--- src/rtl/fwd_sel_unit_pkg.sv ---
`default_nettype none
// ============================================================================
// Module   : fwd_sel_unit_pkg
// Brief    : Shared definitions for the EX-stage forwarding-select unit:
//            operand-mux select codes and the default register-address width.
// Revision : 1.0 - initial release
// ============================================================================
package fwd_sel_unit_pkg;

    // Default width of an architectural register address (32 regs, r0 = zero)
    localparam int DEF_REG_AW = 5;

    // Operand-mux select codes seen by the EX stage
    typedef enum logic [2:0] {
        SEL_RF     = 3'd0,  // register file value
        SEL_EXMEM  = 3'd1,  // EX/MEM pipeline result
        SEL_MEMWB  = 3'd2,  // MEM/WB pipeline result
        SEL_WBBUF  = 3'd3,  // retired-WB buffer
        SEL_BUBBLE = 3'd4   // EX slot holds no instruction
    } sel_e;

endpackage : fwd_sel_unit_pkg
`default_nettype wire

--- src/rtl/fwd_src_cmp.sv ---
`default_nettype none
// ============================================================================
// Module   : fwd_src_cmp
// Brief    : Compares one source register of the ID instruction against the
//            EX, MEM and WB destination records and returns the forwarding
//            select, nearest stage first. Also reports the raw EX match so
//            the top can detect load-use hazards.
// Revision : 1.0 - initial release
// ============================================================================
module fwd_src_cmp
    import fwd_sel_unit_pkg::*;
#(
    parameter int REG_AW = DEF_REG_AW
) (
    input  logic [REG_AW-1:0] src,
    input  logic              ex_wen,    // EX record valid and writing
    input  logic [REG_AW-1:0] ex_rd,
    input  logic              mem_wen,   // MEM record valid and writing
    input  logic [REG_AW-1:0] mem_rd,
    input  logic              wb_wen,    // WB record valid and writing
    input  logic [REG_AW-1:0] wb_rd,
    output logic [2:0]        sel,
    output logic              ex_match
);

    logic w_src_nz;
    logic w_hit_ex;
    logic w_hit_mem;
    logic w_hit_wb;

    // r0 is hard-wired zero, so it never matches anything
    assign w_src_nz  = |src;
    assign w_hit_ex  = w_src_nz & ex_wen  & (ex_rd  == src);
    assign w_hit_mem = w_src_nz & mem_wen & (mem_rd == src);
    assign w_hit_wb  = w_src_nz & wb_wen  & (wb_rd  == src);
    assign ex_match  = w_hit_ex;

    // Priority select: the youngest in-flight writer holds the newest value
    always_comb begin
        sel = SEL_RF;
        if (w_hit_ex) begin
            sel = SEL_EXMEM;
        end else if (w_hit_mem) begin
            sel = SEL_MEMWB;
        end else if (w_hit_wb) begin
            sel = SEL_WBBUF;
        end
    end

endmodule : fwd_src_cmp
`default_nettype wire

--- src/rtl/fwd_sel_unit.sv ---
`default_nettype none
// ============================================================================
// Module   : fwd_sel_unit
// Brief    : Forwarding-select generator for the EX-stage operand muxes.
//            Tracks the destinations of instructions in EX/MEM/WB, registers
//            operand selects for the instruction entering EX, and raises a
//            same-cycle stall on load-use hazards (bubble inserted into EX).
//            Build option FWD_WB_BYPASS_EN: when defined, a WB tracker is
//            kept and WB-distance matches select the retired-WB buffer (3);
//            otherwise the register file is write-before-read and those
//            matches select the register file (0).
// Revision : 1.0 - initial release
// ============================================================================
module fwd_sel_unit
    import fwd_sel_unit_pkg::*;
#(
    parameter int REG_AW = DEF_REG_AW
) (
    input  logic              clk,
    input  logic              reset,
    input  logic              id_valid,
    input  logic [REG_AW-1:0] id_rs,
    input  logic [REG_AW-1:0] id_rt,
    input  logic [REG_AW-1:0] id_rd,
    input  logic              id_wr_en,
    input  logic              id_is_load,
    input  logic              flush,
    output logic [2:0]        sel_a,
    output logic [2:0]        sel_b,
    output logic              stall
);

    // Stage trackers
    logic              r_ex_v;
    logic              r_ex_wr;
    logic              r_ex_ld;
    logic [REG_AW-1:0] r_ex_rd;
    logic              r_mem_v;
    logic              r_mem_wr;
    logic [REG_AW-1:0] r_mem_rd;

    logic [2:0]        r_sel_a;
    logic [2:0]        r_sel_b;

    logic              w_wb_wen;
    logic [REG_AW-1:0] w_wb_rd;
    logic [2:0]        w_sel_a;
    logic [2:0]        w_sel_b;
    logic              w_ex_match_a;
    logic              w_ex_match_b;
    logic              w_stall;
    logic              w_adv;

`ifdef FWD_WB_BYPASS_EN
    logic              r_wb_v;
    logic              r_wb_wr;
    logic [REG_AW-1:0] r_wb_rd;

    // WB tracker: follows MEM one cycle later, cleared on reset
    always_ff @(posedge clk or posedge reset) begin
        if (reset) begin
            r_wb_v  <= 1'b0;
            r_wb_wr <= 1'b0;
            r_wb_rd <= '0;
        end else begin
            r_wb_v  <= r_mem_v;
            r_wb_wr <= r_mem_wr;
            r_wb_rd <= r_mem_rd;
        end
    end

    assign w_wb_wen = r_wb_v & r_wb_wr;
    assign w_wb_rd  = r_wb_rd;
`else
    // No WB tracker: the register file already holds WB-distance results
    assign w_wb_wen = 1'b0;
    assign w_wb_rd  = '0;
`endif

    fwd_src_cmp #(
        .REG_AW   (REG_AW)
    ) u_cmp_rs (
        .src      (id_rs),
        .ex_wen   (r_ex_v & r_ex_wr),
        .ex_rd    (r_ex_rd),
        .mem_wen  (r_mem_v & r_mem_wr),
        .mem_rd   (r_mem_rd),
        .wb_wen   (w_wb_wen),
        .wb_rd    (w_wb_rd),
        .sel      (w_sel_a),
        .ex_match (w_ex_match_a)
    );

    fwd_src_cmp #(
        .REG_AW   (REG_AW)
    ) u_cmp_rt (
        .src      (id_rt),
        .ex_wen   (r_ex_v & r_ex_wr),
        .ex_rd    (r_ex_rd),
        .mem_wen  (r_mem_v & r_mem_wr),
        .mem_rd   (r_mem_rd),
        .wb_wen   (w_wb_wen),
        .wb_rd    (w_wb_rd),
        .sel      (w_sel_b),
        .ex_match (w_ex_match_b)
    );

    // A load still in EX cannot feed the ID instruction yet; flush overrides
    assign w_stall = id_valid & ~flush & r_ex_v & r_ex_ld
                   & (w_ex_match_a | w_ex_match_b);
    assign w_adv   = id_valid & ~w_stall & ~flush;
    assign stall   = w_stall;

    // EX/MEM trackers: ID enters EX only when advancing; flush kills EX too
    always_ff @(posedge clk or posedge reset) begin
        if (reset) begin
            r_ex_v   <= 1'b0;
            r_ex_wr  <= 1'b0;
            r_ex_ld  <= 1'b0;
            r_ex_rd  <= '0;
            r_mem_v  <= 1'b0;
            r_mem_wr <= 1'b0;
            r_mem_rd <= '0;
        end else begin
            r_ex_v   <= w_adv;
            r_ex_wr  <= id_wr_en;
            r_ex_ld  <= id_is_load;
            r_ex_rd  <= id_rd;
            r_mem_v  <= r_ex_v & ~flush;
            r_mem_wr <= r_ex_wr;
            r_mem_rd <= r_ex_rd;
        end
    end

    // Selects follow the instruction into EX; an empty EX slot reports bubble
    always_ff @(posedge clk or posedge reset) begin
        if (reset) begin
            r_sel_a <= SEL_BUBBLE;
            r_sel_b <= SEL_BUBBLE;
        end else if (w_adv) begin
            r_sel_a <= w_sel_a;
            r_sel_b <= w_sel_b;
        end else begin
            r_sel_a <= SEL_BUBBLE;
            r_sel_b <= SEL_BUBBLE;
        end
    end

    assign sel_a = r_sel_a;
    assign sel_b = r_sel_b;

endmodule : fwd_sel_unit
`default_nettype wire
--- config.mk ---
export PLATFORM = sky130hd
export DESIGN_NAME = fwd_sel_unit
export DESIGN_NICKNAME = d
export VERILOG_FILES = /design/src/rtl/fwd_sel_unit_pkg.sv /design/src/rtl/fwd_src_cmp.sv /design/src/rtl/fwd_sel_unit.sv
export SDC_FILE = /design/constraint.sdc
export NUM_CORES = 1
export LEC_CHECK = 0
export ABC_AREA = 1
export BUFFER_PORTS_ARGS = -buffer_cell sky130_fd_sc_hd__buf_2
export CAP_MARGIN = 40
export CORE_UTILIZATION = 40
export CTS_CLUSTER_DIAMETER = 150
export DETAILED_ROUTE_END_ITERATION = 8
export PLACE_DENSITY = 0.63
export SLEW_MARGIN = 30
export SYNTH_ARGS = -nofsm -noshare
export SYNTH_HDL_FRONTEND = slang
export SYNTH_SLANG_ARGS = --single-unit
export TNS_END_PERCENT = 50
--- constraint.sdc ---
create_clock -name clk -period 2.2 [get_ports clk]
set_input_delay 0 -clock clk [delete_from_list [all_inputs] [get_ports clk]]
set_output_delay 0 -clock clk [all_outputs]
set_load 0.01 [all_outputs]
==> results.md <==
- Routability cong.: about 0.8
- Placement Rows: 17
- Tot Pwr: ~0.00072 W
- Vias in the first global route: roughly 840
- Vert. Die Dim: about 50 µm
- Synthesized flop and latch total: 20
- EDFF count, synth: 0
- H-tree Lvls: 1
- Synth Area in Adders: 0%
- CP bufs+invs: 4
- CP top delay family: simple AND/OR/NAND/NOR gates
- Worst min path class: in -> reg
- Final hold violations: 0
- Most frequent cell after synthesis: nand2_1
- Netlist Area Pre-Place: a little under 1000 µm²
- CP Cell Sequence: inv_1 -> nand2_1 -> nand2_1 -> inv_1 -> nand2_1 -> nor2_1 -> nand2_1 -> nand2_1 -> nand2_2 -> inv_1 -> buf_2
- Vias: 871
- # hold bufs at CTS: 9
- Critical path's largest stage delay: between 0.4 and 0.5 ns
- Residual DRC: 0
- Dominant cell type by area after synthesis: dfrtp_1
- Slowest cell on crit path: dfrtp_1
- Clock skew: 0.00722 ns
- Clock Root Buffer: clkbuf_4
- Design Area, Final: between 1000 and 1500 µm²
- Total track usage: 17.3%
- Worst-path fanout max: 4
- Post-route insts no fill: ~200
- P_leak: approximately 0.72 nW
- Final min period: 1.52 ns
- Starting Density: between 40% and 50%
- Worst skew pair latency: ~0.30 ns
- First-pass GRT wire length: roughly 3300 µm
- Slew Viols, Final: 0
- Drt pass-1 iters: 4
- Final setup viols: 0
- Startpoint types: flip-flop
- Area Growth Syn to Fin: 31.1%
- Placement Cell Area: around 1100 µm²
- Max-cap viol count: 0
- Nets: about 190
- Most frequent CP cell: nand2_1
- Congestion Overflow GR: 0
- Kind of critical path: reg -> out
- Synth Area in Simple Gates: 30.3%
- Clock sink count: 20
- DIE AREA: between 2000 and 3000 µm²
- RSZ-0062 raised after global routing: no
- Synthesized Nets: 148
- Die X-Extent: 51.5 µm
- Largest family of logic cells by synthesized area: simple AND/OR/NAND/NOR gates
- Routed wire length: slightly below 2000 µm
- Total CTS buffers: 3
- Post-DR vias/cell: ~4.5
- Core area: around 2300 µm²
- Layout cell share with drive strength beyond 1: 25.7%
- Post-Route Setup TNS: 0 ns
- Sequential share of the synthesized area: between 50% and 60%
- N_diodes: 0
- Ys Warns: 0
- CP arrival: approximately 1.5 ns
- CTS tree: done
- Area fraction in compound gates after synthesis: under 10%
- Max-slew headroom: around 84%
- Placed insts: 181
- Fraction of synthesized area in multiplexers: 0%
- Post-cts resize count: 0
- Final worst-path cycle share: 68.9%
- Cells after synthesis: between 100 and 150
- Peak supply drop: roughly 0.4 mV
- CTS clk-pin slew, worst paths: ~0.12 ns
- Crit path required time: 2.20 ns
- Post-synth top area share: a little under 50%
- Predominant post-synthesis flop cell: dfrtp_1
- Setup Buffers After CTS: 0
- Synth Area in XOR/XNOR: around 4.5%
- Post-detail-place hpwl: roughly 1500 µm
- Commonest cells post-synth: nand2_1, inv_1, dfrtp_1, nor2_1, nand3_1
- WHS: approximately 0.025 ns
- Crit end category: primary output
- Synth top area cells: dfrtp_1, nand2_1, inv_1
- Outcome: completed
- Worst slew pin tran: between 0.2 and 0.25 ns
- Max clock buf depth: 2
- Post-DRT Antenna Nets: 0
- IO Port Bufs: 27
- Synthesized area per cell: a little under 8 µm²
- Initial antenna violation count: 0
- Ys async rst share: 100%
- Fmax: around 0.66 GHz
- Largest net degree at the start of global routing: 21
- Ports: 28
- PwrDens: between 500 and 600 nW/µm²
- WL/cell: roughly 9.9 µm
- Number of distinct library cells after synthesis: 19
- First DRT Iteration DRCs: 5
[registers in the layout, indices dropped and copies added (netlist names)]
name	cells
r_ex_v	1
sel_a	3
r_ex_rd	5
r_mem_wr	1
r_mem_rd	5
sel_b	2
r_ex_wr	1
r_mem_v	1
r_ex_ld	1
[power by group]
| part | total, W | switching (W) | leakage, nW | internal, W |
|---|---|---|---|---|
| logic | 0.000107 | 0.0000562 | 0.458 | 0.0000504 |
| clock network | 0.000216 | 0.000115 | 0.0210 | 0.000101 |
| registers | 0.000394 | 0.0000115 | 0.244 | 0.000383 |
| total | 0.000717 | 0.000183 | 0.724 | 0.000534 |
[kinds of logic (layout without fill, tap and decap cells)]
family | Yosys count | in the layout
buffers and inverters | 27 | 67
AO/OA/AOI/OAI | 6 | 6
AND/OR/NAND/NOR | 69 | 69
flip-flops | 20 | 20
XOR/XNOR | 5 | 5
[worst reg2reg max path, stage by stage, from the launching register on]
cell and delay (ns):
dfrtp_1 0.42, inv_1 0.07, nand2_1 0.06, nand2_1 0.06, inv_1 0.05, nand2_1 0.04, nor2_1 0.11, nand2_1 0.10
nand2_1 0.09, nand2_2 0.07, nand2_4 0.09, nor2_1 0.05
[final timing paths]
path | startpoint | cells after the start | slack (ns) | endpoint
setup / recovery | r_ex_rd[1] | 11 | 0.68 | stall
hold / removal | id_valid | 4 | 0.03 | sel_a[2]
setup reg to reg | r_ex_rd[1] | 11 | 0.91 | sel_b[0]
hold reg to reg | r_ex_wr | 0 | 0.41 | r_mem_wr
max in group asynchronous | reset | 4 | 1.65 | sel_a[2]
min in group asynchronous | reset | 3 | 0.10 | r_ex_rd[3]
[placed cells by master (no fill, tap or decap), drive strengths merged]
cell type / count
clkbuf: 4
nor2: 19
buf: 28
a21oi: 3
dfstp: 1
nand3b: 1
xor2: 3
o21ai: 2
inv: 26
nand3: 5
dlygate4sd3: 9
o22ai: 1
dfrtp: 19
nor3: 2
nand4: 1
nand2: 41
xnor2: 2
[per-stage QoR]
stage | setup WS [ns] | utilization, %
global route | 0.456 | 56.9
CTS | 0.672 | 56.2
global placement | 0.953 | 50.6
detailed placement | 0.947 | 50.6
floorplan | 1.09 | -
finish | 0.684 | 56.9
[layer usage]
metal	up-vias	track usage (%)	share of wire [%]
met5	-	0	0
met1	386	20.0	43
met4	0	8.11	1.8
li1	455	-	-
met3	5	3.57	4.3
met2	25	30.1	51
[layout make-up]
class,count,area (µm²)
Clock buffer,4,36.3
Inverter,26,97.6
Timing Repair Buffer,37,240
Fill cell,221,972
Sequential cell,20,502
Tap cell,28,35.0
Multi-Input combinational cell,80,372
Note: power is estimated with default switching activity, not from simulation.
